$ cat src/rtl/wrapper_keys_debounce.sv
// Push-button conditioner: per-key 2-flop synchroniser, debounce FSM, debounced
// level and single-cycle press/release/auto-repeat strobes in the core clock domain.
module wrapper_keys_debounce #(
    parameter int KEYS       = 4,
    parameter bit ACTIVE_LOW = 1'b1,
    parameter int DB_CYCLES  = 50000,
    parameter int REP_DELAY  = 500000,
    parameter int REP_PERIOD = 100000
) (
    input  logic            clk,
    input  logic            reset,
    input  logic [KEYS-1:0] keys_in,
    output logic [KEYS-1:0] keys_level,
    output logic [KEYS-1:0] keys_press,
    output logic [KEYS-1:0] keys_release,
    output logic [KEYS-1:0] keys_repeat
);

    localparam int DB_W  = (DB_CYCLES > 1) ? $clog2(DB_CYCLES) : 1;
    localparam int REP_W = (REP_DELAY > 1) ? $clog2(REP_DELAY) : 1;

    localparam logic [DB_W-1:0]  DB_LAST    = DB_W'(DB_CYCLES - 1);
    localparam logic [DB_W-1:0]  DB_ONE     = DB_W'(1);
    localparam logic [REP_W-1:0] REP_LAST   = REP_W'(REP_DELAY - 1);
    localparam logic [REP_W-1:0] REP_RELOAD = REP_W'(REP_DELAY - REP_PERIOD);
    localparam logic [REP_W-1:0] REP_ONE    = REP_W'(1);
    localparam logic [KEYS-1:0]  RELEASED   = ACTIVE_LOW ? {KEYS{1'b1}} : {KEYS{1'b0}};

    typedef enum logic [1:0] {
        IDLE    = 2'd0,
        DEB_PRS = 2'd1,
        HELD    = 2'd2,
        DEB_REL = 2'd3
    } state_t;

    // Stage p0/p1: synchroniser, preset to the released pin level so reset exit is quiet
    logic [KEYS-1:0] r_sync_p0;
    logic [KEYS-1:0] r_sync_p1;
    logic [KEYS-1:0] w_pressed;

    always_ff @(posedge clk or negedge reset) begin
        if (!reset) begin
            r_sync_p0 <= RELEASED;
            r_sync_p1 <= RELEASED;
        end else begin
            r_sync_p0 <= keys_in;
            r_sync_p1 <= r_sync_p0;
        end
    end

    assign w_pressed = r_sync_p1 ^ {KEYS{ACTIVE_LOW}};

    // Stage p2: independent debounce/repeat FSM per key
    for (genvar k = 0; k < KEYS; k++) begin : g_key
        state_t           r_state;
        state_t           w_state_nx;
        logic [DB_W-1:0]  r_db_cnt;
        logic [DB_W-1:0]  w_db_cnt_nx;
        logic [REP_W-1:0] r_rep_cnt;
        logic [REP_W-1:0] w_rep_cnt_nx;
        logic             r_level;
        logic             w_level_nx;
        logic             r_press;
        logic             w_press_nx;
        logic             r_release;
        logic             w_release_nx;
        logic             r_repeat;
        logic             w_repeat_nx;

        always_ff @(posedge clk or negedge reset) begin
            if (!reset) begin
                r_state   <= IDLE;
                r_db_cnt  <= '0;
                r_rep_cnt <= '0;
                r_level   <= 1'b0;
                r_press   <= 1'b0;
                r_release <= 1'b0;
                r_repeat  <= 1'b0;
            end else begin
                r_state   <= w_state_nx;
                r_db_cnt  <= w_db_cnt_nx;
                r_rep_cnt <= w_rep_cnt_nx;
                r_level   <= w_level_nx;
                r_press   <= w_press_nx;
                r_release <= w_release_nx;
                r_repeat  <= w_repeat_nx;
            end
        end

        always_comb begin
            w_state_nx   = r_state;
            w_db_cnt_nx  = r_db_cnt;
            w_rep_cnt_nx = r_rep_cnt;
            w_level_nx   = r_level;
            w_press_nx   = 1'b0;
            w_release_nx = 1'b0;
            w_repeat_nx  = 1'b0;
            unique case (r_state)
                IDLE: begin
                    if (w_pressed[k]) begin
                        w_state_nx  = DEB_PRS;
                        w_db_cnt_nx = '0;
                    end
                end
                DEB_PRS: begin
                    if (!w_pressed[k]) begin
                        w_state_nx = IDLE;
                    end else if (r_db_cnt == DB_LAST) begin
                        w_state_nx   = HELD;
                        w_level_nx   = 1'b1;
                        w_press_nx   = 1'b1;
                        w_rep_cnt_nx = '0;
                    end else begin
                        w_db_cnt_nx = r_db_cnt + DB_ONE;
                    end
                end
                HELD: begin
                    // A release candidate wins over a due repeat; rep_cnt freezes meanwhile
                    if (!w_pressed[k]) begin
                        w_state_nx  = DEB_REL;
                        w_db_cnt_nx = '0;
                    end else if (r_rep_cnt == REP_LAST) begin
                        w_repeat_nx  = 1'b1;
                        w_rep_cnt_nx = REP_RELOAD;
                    end else begin
                        w_rep_cnt_nx = r_rep_cnt + REP_ONE;
                    end
                end
                DEB_REL: begin
                    if (w_pressed[k]) begin
                        w_state_nx = HELD;
                    end else if (r_db_cnt == DB_LAST) begin
                        w_state_nx   = IDLE;
                        w_level_nx   = 1'b0;
                        w_release_nx = 1'b1;
                    end else begin
                        w_db_cnt_nx = r_db_cnt + DB_ONE;
                    end
                end
                default: begin
                    w_state_nx = IDLE;
                end
            endcase
        end

        assign keys_level[k]   = r_level;
        assign keys_press[k]   = r_press;
        assign keys_release[k] = r_release;
        assign keys_repeat[k]  = r_repeat;
    end

endmodule

$ cat config.mk
export PLATFORM = sky130hd
export DESIGN_NAME = wrapper_keys_debounce
export DESIGN_NICKNAME = d
export VERILOG_FILES = /design/src/rtl/wrapper_keys_debounce.sv
export SDC_FILE = /design/constraint.sdc
export NUM_CORES = 1
export LEC_CHECK = 0
export ABC_CLOCK_PERIOD_IN_PS = 3000
export CAP_MARGIN = 20
export CORE_ASPECT_RATIO = 0.9
export CORE_UTILIZATION = 60
export DETAILED_ROUTE_END_ITERATION = 12
export GPL_ROUTABILITY_DRIVEN = 0
export HOLD_SLACK_MARGIN = 0.02
export PLACE_DENSITY = 0.77
export SLEW_MARGIN = 10
export SYNTH_ARGS = -nofsm -noshare
export SYNTH_HDL_FRONTEND = slang
export SYNTH_SLANG_ARGS = --single-unit
$ cat constraint.sdc
create_clock -name clk -period 3 [get_ports clk]
set_input_delay 0.9 -clock clk [delete_from_list [all_inputs] [get_ports clk]]
set_output_delay 0.9 -clock clk [all_outputs]
set_load 0.02 [all_outputs]
### After elaboration in Yosys (flattened, before gate mapping)

Cells that the tools add are included.

| operators by class | value |
|---|---|
| reductions and logical operators | 28 |
| equality and inequality tests | 56 |
| bitwise logic cells | 1 |
| add/subtract/negate cells | 8 |
| mux-type cells | 124 |

Operators with widths:

| kind | count |
|---|---|
| 16-bit two-way mux | 20 |
| 19-bit two-way mux | 16 |
| 16-bit case mux with 4 select lines | 4 |
| 19-bit case mux with 2 select lines | 4 |
| 19-bit by 1-bit adder with 19-bit output, second input constant | 4 |
| 19-bit == test, second input constant | 4 |
| 16-bit by 1-bit adder with 16-bit output, second input constant | 4 |
| 16-bit == test, second input constant | 4 |
| 2-bit != test, second input constant | 28 |
| 1-bit two-way mux | 48 |
| 2-bit two-way mux | 24 |
| 4-bit AND reduction | 12 |
| 2-bit case mux with 4 select lines | 4 |
| 3-bit != test, second input constant | 8 |
| 5-bit AND reduction | 4 |
| 2-bit == test, second input constant | 8 |
| 2-bit nonzero test | 8 |
| 2-bit by 1-bit == test with 1-bit output, second input constant | 4 |
| 2-bit logical NOT | 4 |
| 1-bit case mux with 2 select lines | 4 |
| 4-bit inverter | 1 |

| word-level totals | value |
|---|---|
| register bits after elaboration | 172 |

### Logic depth before layout (Yosys ltp)

Gate-level depths: netlist (run 1).

| logic depth | value |
|---|---|
| depth after elaboration | 4 |
| mapped depth | 8 |
| mapped depth without buffers | 6 |

### Worst setup path before layout (run 1)

Ideal clock, no wire load.

| timing | value |
|---|---|
| path type | register to register |
| start | reg g_key[0].r_db_cnt[12] |
| end | reg g_key[0].r_rep_cnt[6] |
| path buffers | 0 |
| clock period less this slack | 2,222 ps |
| cell stages (with the launch flop) | 6 |
| data arrival time | 2,104 ps |
| setup time | 118 ps |
| setup slack | 778 ps |
| path through | dfrtp_1 > or4b_4 > or4_1 > nor3_2 > o22ai_1 > a21o_1 |

| on the way | value |
|---|---|
| word-level cells in the longest chain between the ends | 3 |

Ends and longest elaborated chain:

| item | RTL line | source |
|---|---|---|
| start: declaration | 57 | `logic [DB_W-1:0] r_db_cnt;` |
| start signal: assignment | 81 | `r_db_cnt <= w_db_cnt_nx;` |
| 16-bit == test | 108 | `end else if (r_db_cnt == DB_LAST) begin` |
| 2-bit != test (no source line) | - |  |
| 4-bit AND reduction (no source line) | - |  |
| end signal: assignment | 82 | `r_rep_cnt <= w_rep_cnt_nx;` |
| end: declaration | 59 | `logic [REP_W-1:0] r_rep_cnt;` |

No other way between the ends.
A chain may end at the register's enable or synchronous reset.

### Worst setup path after layout (run 1)

| timing | value |
|---|---|
| start | reg g_key[0].r_rep_cnt[7] |
| end | reg g_key[0].r_rep_cnt[0] |

| on the way | value |
|---|---|
| word-level cells in the longest chain between the ends | 4 |

Ends and longest elaborated chain:

| item | RTL line | source |
|---|---|---|
| 19-bit == test | 122 | `end else if (r_rep_cnt == REP_LAST) begin` |
| 19-bit two-way mux | 122 |  |
| 19-bit two-way mux | 119 | `if (!w_pressed[k]) begin` |
| 19-bit case mux with 2 select lines | 98 | `unique case (r_state)` |

No other way between the ends. The select of a mux whose other input is x is not followed.

==> metrics.yaml, run 1 <==
power_frac_seq_pct: 49.4
n_antenna_cell: 0
drive_above_1_share_pct: 8.00
final_nets: 1063
ys_seq_elements: 172
setup_viol: 0
antenna_found_initial: 0
multi_input_area_um2: 4840
cellLeakagePower_nw: 4.34
stdcell_area_um2: 10500
io_buffers: 21
slew_headroom_pct: 40.0
drt-initial-drc-count: 678
start_util_pct: 61.7
core_um2: 15400
drc_errors: 0
via_per_inst: 6.32
dp_hpwl_um: 13800
regArea_um2: 4310
synth_cells: 1047
synth_nets: 1061
synthFlopType: "dfrtp_1"
cp.arrival_ps: 2770
cts.sinks: 172
synth_area_leaders: "dfrtp_1 (43%), nand2_1 (3.9%), nor2_1 (3.5%), nand3_1 (3.2%), o21ai_0 (3.2%)"
r2r-start: "g_key[0].r_rep_cnt[7]$_DFFE_PN0P_"
comb_power_share_pct: 3.7
yosys-top-cells-count: "dfrtp_1 (164), nand2_1 (98), nor2_1 (89), nand3_1 (61), o21ai_0 (61)"
grt_pass1_wl_um: 34800
pwr_density_cell_nw_per_um2: 468
clockBufferDepth: 2
top_layer_used: "met4"
ir_drop_uv: 399
htree_levels: 4
finalMaxSlewViolations: 0
cp-startpoint: "g_key[0].r_rep_cnt[7]$_DFFE_PN0P_"
final.setup_skew_ps: 8.42
wl_per_cell_um: 15.9
grt_pass1_vias: 7329
post-route-period-util_pct: 82.0
cts_tree: "built"
critPathKind: "reg -> reg"
finalHoldViolCount: 0
worstPathRequired_ps: 3310
path_max_fanout: 7
p_int_mw: 3.89
ys_seq_area_share_pct: 45.3
clkLatencyLatePin_ps: 430
hold_start: "r_sync_p0[0]$_DFF_PN1_"
rsz0062_at_grt: "no"
fillCellCount: 1180
ys_types: 74
final_core_util_pct: 67.9
cp-start-kind: "flip-flop"
post-cts-setup-buffers: 0
route.met3.wl_um: 958
worstMarginPinSlew_ps: 900
syn_area_um2: 9530
tns_ps: 0
max_cap_violations: 0
cp-end-kind: "flip-flop"
cp_slowest_stage_delay_ps: 600
synth_area_per_cell_um2: 9.10
die_area_um2: 16400
syn_to_final_growth_pct: 10.1
grt_max_degree: 50
die_h_um: 122
rows: 43
yosys_warnings: 0
sw_frac_of_total_pct: 20.8
synth-edff-count: 0
max_clock_freq_mhz: 406
vias: 7992
ant_nets: 0
path_clk_slew_ps: 60
status: "complete, no violations"
place_area_um2: 9860
yosys.cell_count.top_type: "dfrtp_1"
cts_buffers: 17
hold_path_class: "reg -> reg"
switching_power_mw: 1.02
wirelength_um: 20200
die_x_um: 135
wl_met2_um: 9220
synth_top_cell_area_share_pct: 43.1
firstDrtPassIters: 5
yosysTopAreaCell: "dfrtp_1"
track_usage_pct: 26.3
wl_met1_um: 9690
ioPinCount: 22
final_period_minus_worst_setup_slack_ps: 2460
synthArstFlopShare_pct: 100
cts_resized: 0
p_clk_share_pct: 47.0
cp_cell_sequence: "or4b_1, or4b_4, o21ai_2, nor2_1, mux2_2"
cts_hold_buf: 0
grt.overflow.total: 0
crit_slowest_cell: "or4b_4"
clock-root-buffer: "clkbuf_16"
## layout by cell type, fill, tap and decap left out, types with 24 or more instances in the layout
master   count
and3_1      33
nand3_1     61
o21ai_0     61
a21oi_1     45
nor2_1      89
nand4_1     29
nor3_1      45
nand2_1     98
inv_1       24
dfrtp_1    164
## flip-flops by register name, summed over array words and instances (netlist names), named ones only
name / count
g_key.r_db_cnt: 64
g_key.r_level: 4
g_key.r_press: 4
g_key.r_release: 4
g_key.r_rep_cnt: 76
g_key.r_repeat: 4
g_key.r_state: 4
r_sync_p0: 4
r_sync_p1: 4
## logic make-up (layout without fill, tap and decap cells)
kind of cell | count (synthesis) | after routing | synth area share (%)
buf+inv | 81 | 96 | 3.90
simple gates | 503 | 503 | 28.6
flops | 172 | 172 | 45.3
compound gates | 234 | 234 | 16.4
fa+ha+maj | 8 | 8 | 1.05
xor+xnor | 37 | 37 | 3.40
mux | 12 | 12 | 1.37
## worst max-delay path: cells and delay by family (launching register included)
| kind | cells | cell delay (ps) |
|---|---|---|
| mux | 1 | 320 |
| compound gates | 1 | 260 |
| simple gates | 3 | 1330 |
| flops | 1 | 430 |
## power groups by stage
stage               Combinational [mW]  Sequential [mW]  Clock [mW]
floorplan                        0.110             2.44           0
global placement                 0.181             2.46           0
detailed placement               0.186             2.46           0
CTS                              0.186             2.42        2.36
global route                     0.209             2.43        2.47
finish                           0.180             2.42        2.31
## layer usage
metal | GRT usage, % | vias to the layer above
met5 | 0 | -
met4 | 9.20 | 0
met3 | 4.58 | 28
met2 | 40.2 | 236
met1 | 37.8 | 3847
li1 | - | 3881
## stage by stage
step / worst slack [ps] / cells / total power [mW] / hold slack [ps]
6_report: 539 / 1264 / 4.91 / 356
3_5_place_dp: 423 / 1231 / 2.65 / 350
5_1_grt: 410 / 1264 / 5.12 / 362
4_1_cts: 423 / 1263 / 4.97 / 357
2_1_floorplan: 778 / 1047 / 2.55 / 345
3_3_place_gp: 517 / 1231 / 2.64 / 346
## final timing paths
check / end / slack [ps] / depth (start not counted)
worst max register to register: g_key[0].r_rep_cnt[0]$_DFFE_PN0P_ / 540 / 5
worst min-delay path: r_sync_p1[0]$_DFF_PN1_ / 360 / 0
max in group asynchronous: r_sync_p1[3]$_DFF_PN1_ / 1840 / 2
min in group asynchronous: g_key[0].r_rep_cnt[12]$_DFFE_PN0P_ / 410 / 1
worst max-delay path: g_key[0].r_rep_cnt[0]$_DFFE_PN0P_ / 540 / 5
worst min register to register: r_sync_p1[0]$_DFF_PN1_ / 360 / 0
## cell type report
| cell class | count | area share [%] |
|---|---|---|
| repair buffers | 40 | 3.50 |
| clock buffers | 24 | 4.59 |
| multi-input cells | 794 | 46.2 |
| well taps | 202 | 2.41 |
| flip-flops and latches | 172 | 41.1 |
| inverters | 24 | 0.859 |
| clock inverters | 8 | 1.34 |
No activity file was read; power rests on OpenSTA's default activity.
==> run 2, diff against run 1 <==
- ABC_CLOCK_PERIOD_IN_PS: 3000 -> 2500
- clock period: 3 -> 2.5 ns (I/O delays scaled with it)
==> run 2 against run 1 <==
  * Combinational power rose by 27%
  * Critical endpoint is now g_key[0].r_rep_cnt[16]$_DFFE_PN0P_
  * Sequential cell count unchanged
  * Sequential power is 20% higher
==> metrics.yaml, run 2 (synthesis results as in run 1) <==
cts.sinks: 172
start_util_pct: 61.7
rsz0062_at_grt: "no"
clkLatencyLatePin_ps: 430
drc_errors: 0
final.setup_skew_ps: 12.3
ioPinCount: 22
worstPathRequired_ps: 2800
die_h_um: 122
ant_nets: 0
wirelength_um: 20600
wl_per_cell_um: 16.1
critPathKind: "reg -> reg"
worstMarginPinSlew_ps: 653
cellLeakagePower_nw: 4.42
grt_max_degree: 47
drt-initial-drc-count: 616
ir_drop_uv: 430
finalHoldViolCount: 0
path_max_fanout: 6
vias: 8076
htree_levels: 4
status: "complete, no violations"
slew_headroom_pct: 56.3
path_clk_slew_ps: 60
tns_ps: 0
post-route-period-util_pct: 94.5
cts_buffers: 17
die_x_um: 135
finalMaxSlewViolations: 0
final_period_minus_worst_setup_slack_ps: 2360
layout_common_cells: "dfrtp_1 (164), nand2_1 (98), nor2_1 (89)"
max_clock_freq_mhz: 423
firstDrtPassIters: 5
cts_hold_buf: 0
max_cap_violations: 0
post-cts-setup-buffers: 0
largestRegisters: "g_key.r_rep_cnt (76), g_key.r_db_cnt (64)"
grt.overflow.total: 0
antenna_found_initial: 0
cts_tree: "built"
largest_reg_flops: 76
clockBufferDepth: 2
cp-start-kind: "flip-flop"
layout_commonest_cell: "dfrtp_1"
track_usage_pct: 26.9
stdcell_area_um2: 10600
grt_pass1_vias: 7705
top_register: "g_key.r_rep_cnt"
grt_pass1_wl_um: 35500
hold_path_class: "in -> async"
clock-root-buffer: "clkbuf_16"
die_area_um2: 16400
final_nets: 1080
drive_above_1_share_pct: 9.45
setup_viol: 0
syn_to_final_growth_pct: 11.7
place_area_um2: 10000
dp_hpwl_um: 14100
cp-end-kind: "flip-flop"
pwr_density_cell_nw_per_um2: 550
via_per_inst: 6.30
core_um2: 15400
n_antenna_cell: 0
cp.arrival_ps: 2660
io_buffers: 21
rows: 43
cts_resized: 0
[run 2: changes by cell type in the layout (fill, tap and decap cells not counted), sizes merged]
| cell | delta |
|---|---|
| buf | +18 |
| bufinv | -1 |
| clkinv | -1 |
| clkinvlp | +1 |
[run 2: path summary, 6_finish.rpt]
path / startpoint / depth (start not counted) / slack, ps / to
setup / recovery: g_key[0].r_rep_cnt[7]$_DFFE_PN0P_ / 5 / 140 / g_key[0].r_rep_cnt[16]$_DFFE_PN0P_
hold / removal: reset / 1 / 240 / g_key[0].r_release$_DFF_PN0_
setup reg to reg: g_key[0].r_rep_cnt[7]$_DFFE_PN0P_ / 5 / 140 / g_key[0].r_rep_cnt[16]$_DFFE_PN0P_
hold reg to reg: r_sync_p0[1]$_DFF_PN1_ / 0 / 360 / r_sync_p1[1]$_DFF_PN1_
max in group asynchronous: reset / 2 / 1620 / r_sync_p1[2]$_DFF_PN1_
min in group clk: r_sync_p0[1]$_DFF_PN1_ / 0 / 360 / r_sync_p1[1]$_DFF_PN1_
[run 2: worst max-delay path: stages (launching register included)]
cell     delay, ps
dfrtp_1        390
or4b_1         560
or2_2          330
or4_1          530
a21oi_2        340
a21oi_1         70
[run 2: power breakdown]
part | leakage, nW | internal, mW | switching [mW]
logic | 1.77 | 0.0910 | 0.138
clock network | 0.297 | 1.67 | 1.04
registers | 2.36 | 2.84 | 0.0669
[run 2: metrics by stage]
step                std cells  power, mW  util, %  hold WS, ps  worst slack (ps)
floorplan                1047       3.06        -          345               278
global placement         1249       3.18     65.0          346               200
detailed placement       1249       3.19     65.0          347               163
CTS                      1281       5.91     68.9          260               141
global route             1281       6.07     68.9          276              3.21
finish                   1281       5.85     68.9          241               137
[run 2: area by class of cell]
class | instances | area [µm²]
Timing Repair Buffer | 57 | 532
Multi-Input combinational cell | 794 | 4840
Clock buffer | 25 | 495
Inverter | 24 | 90.1
Tap cell | 202 | 253
Clock inverter | 7 | 113
Sequential cell | 172 | 4310
Fill cell | 1177 | 4800
[run 2: per-layer routing]
| layer | GRT usage [%] | part of all wire, % |
|---|---|---|
| met5 | 0 | 0 |
| met4 | 9.34 | 1.4 |
| met2 | 42.1 | 46 |
| met1 | 37.1 | 47 |
| met3 | 5.91 | 5.3 |
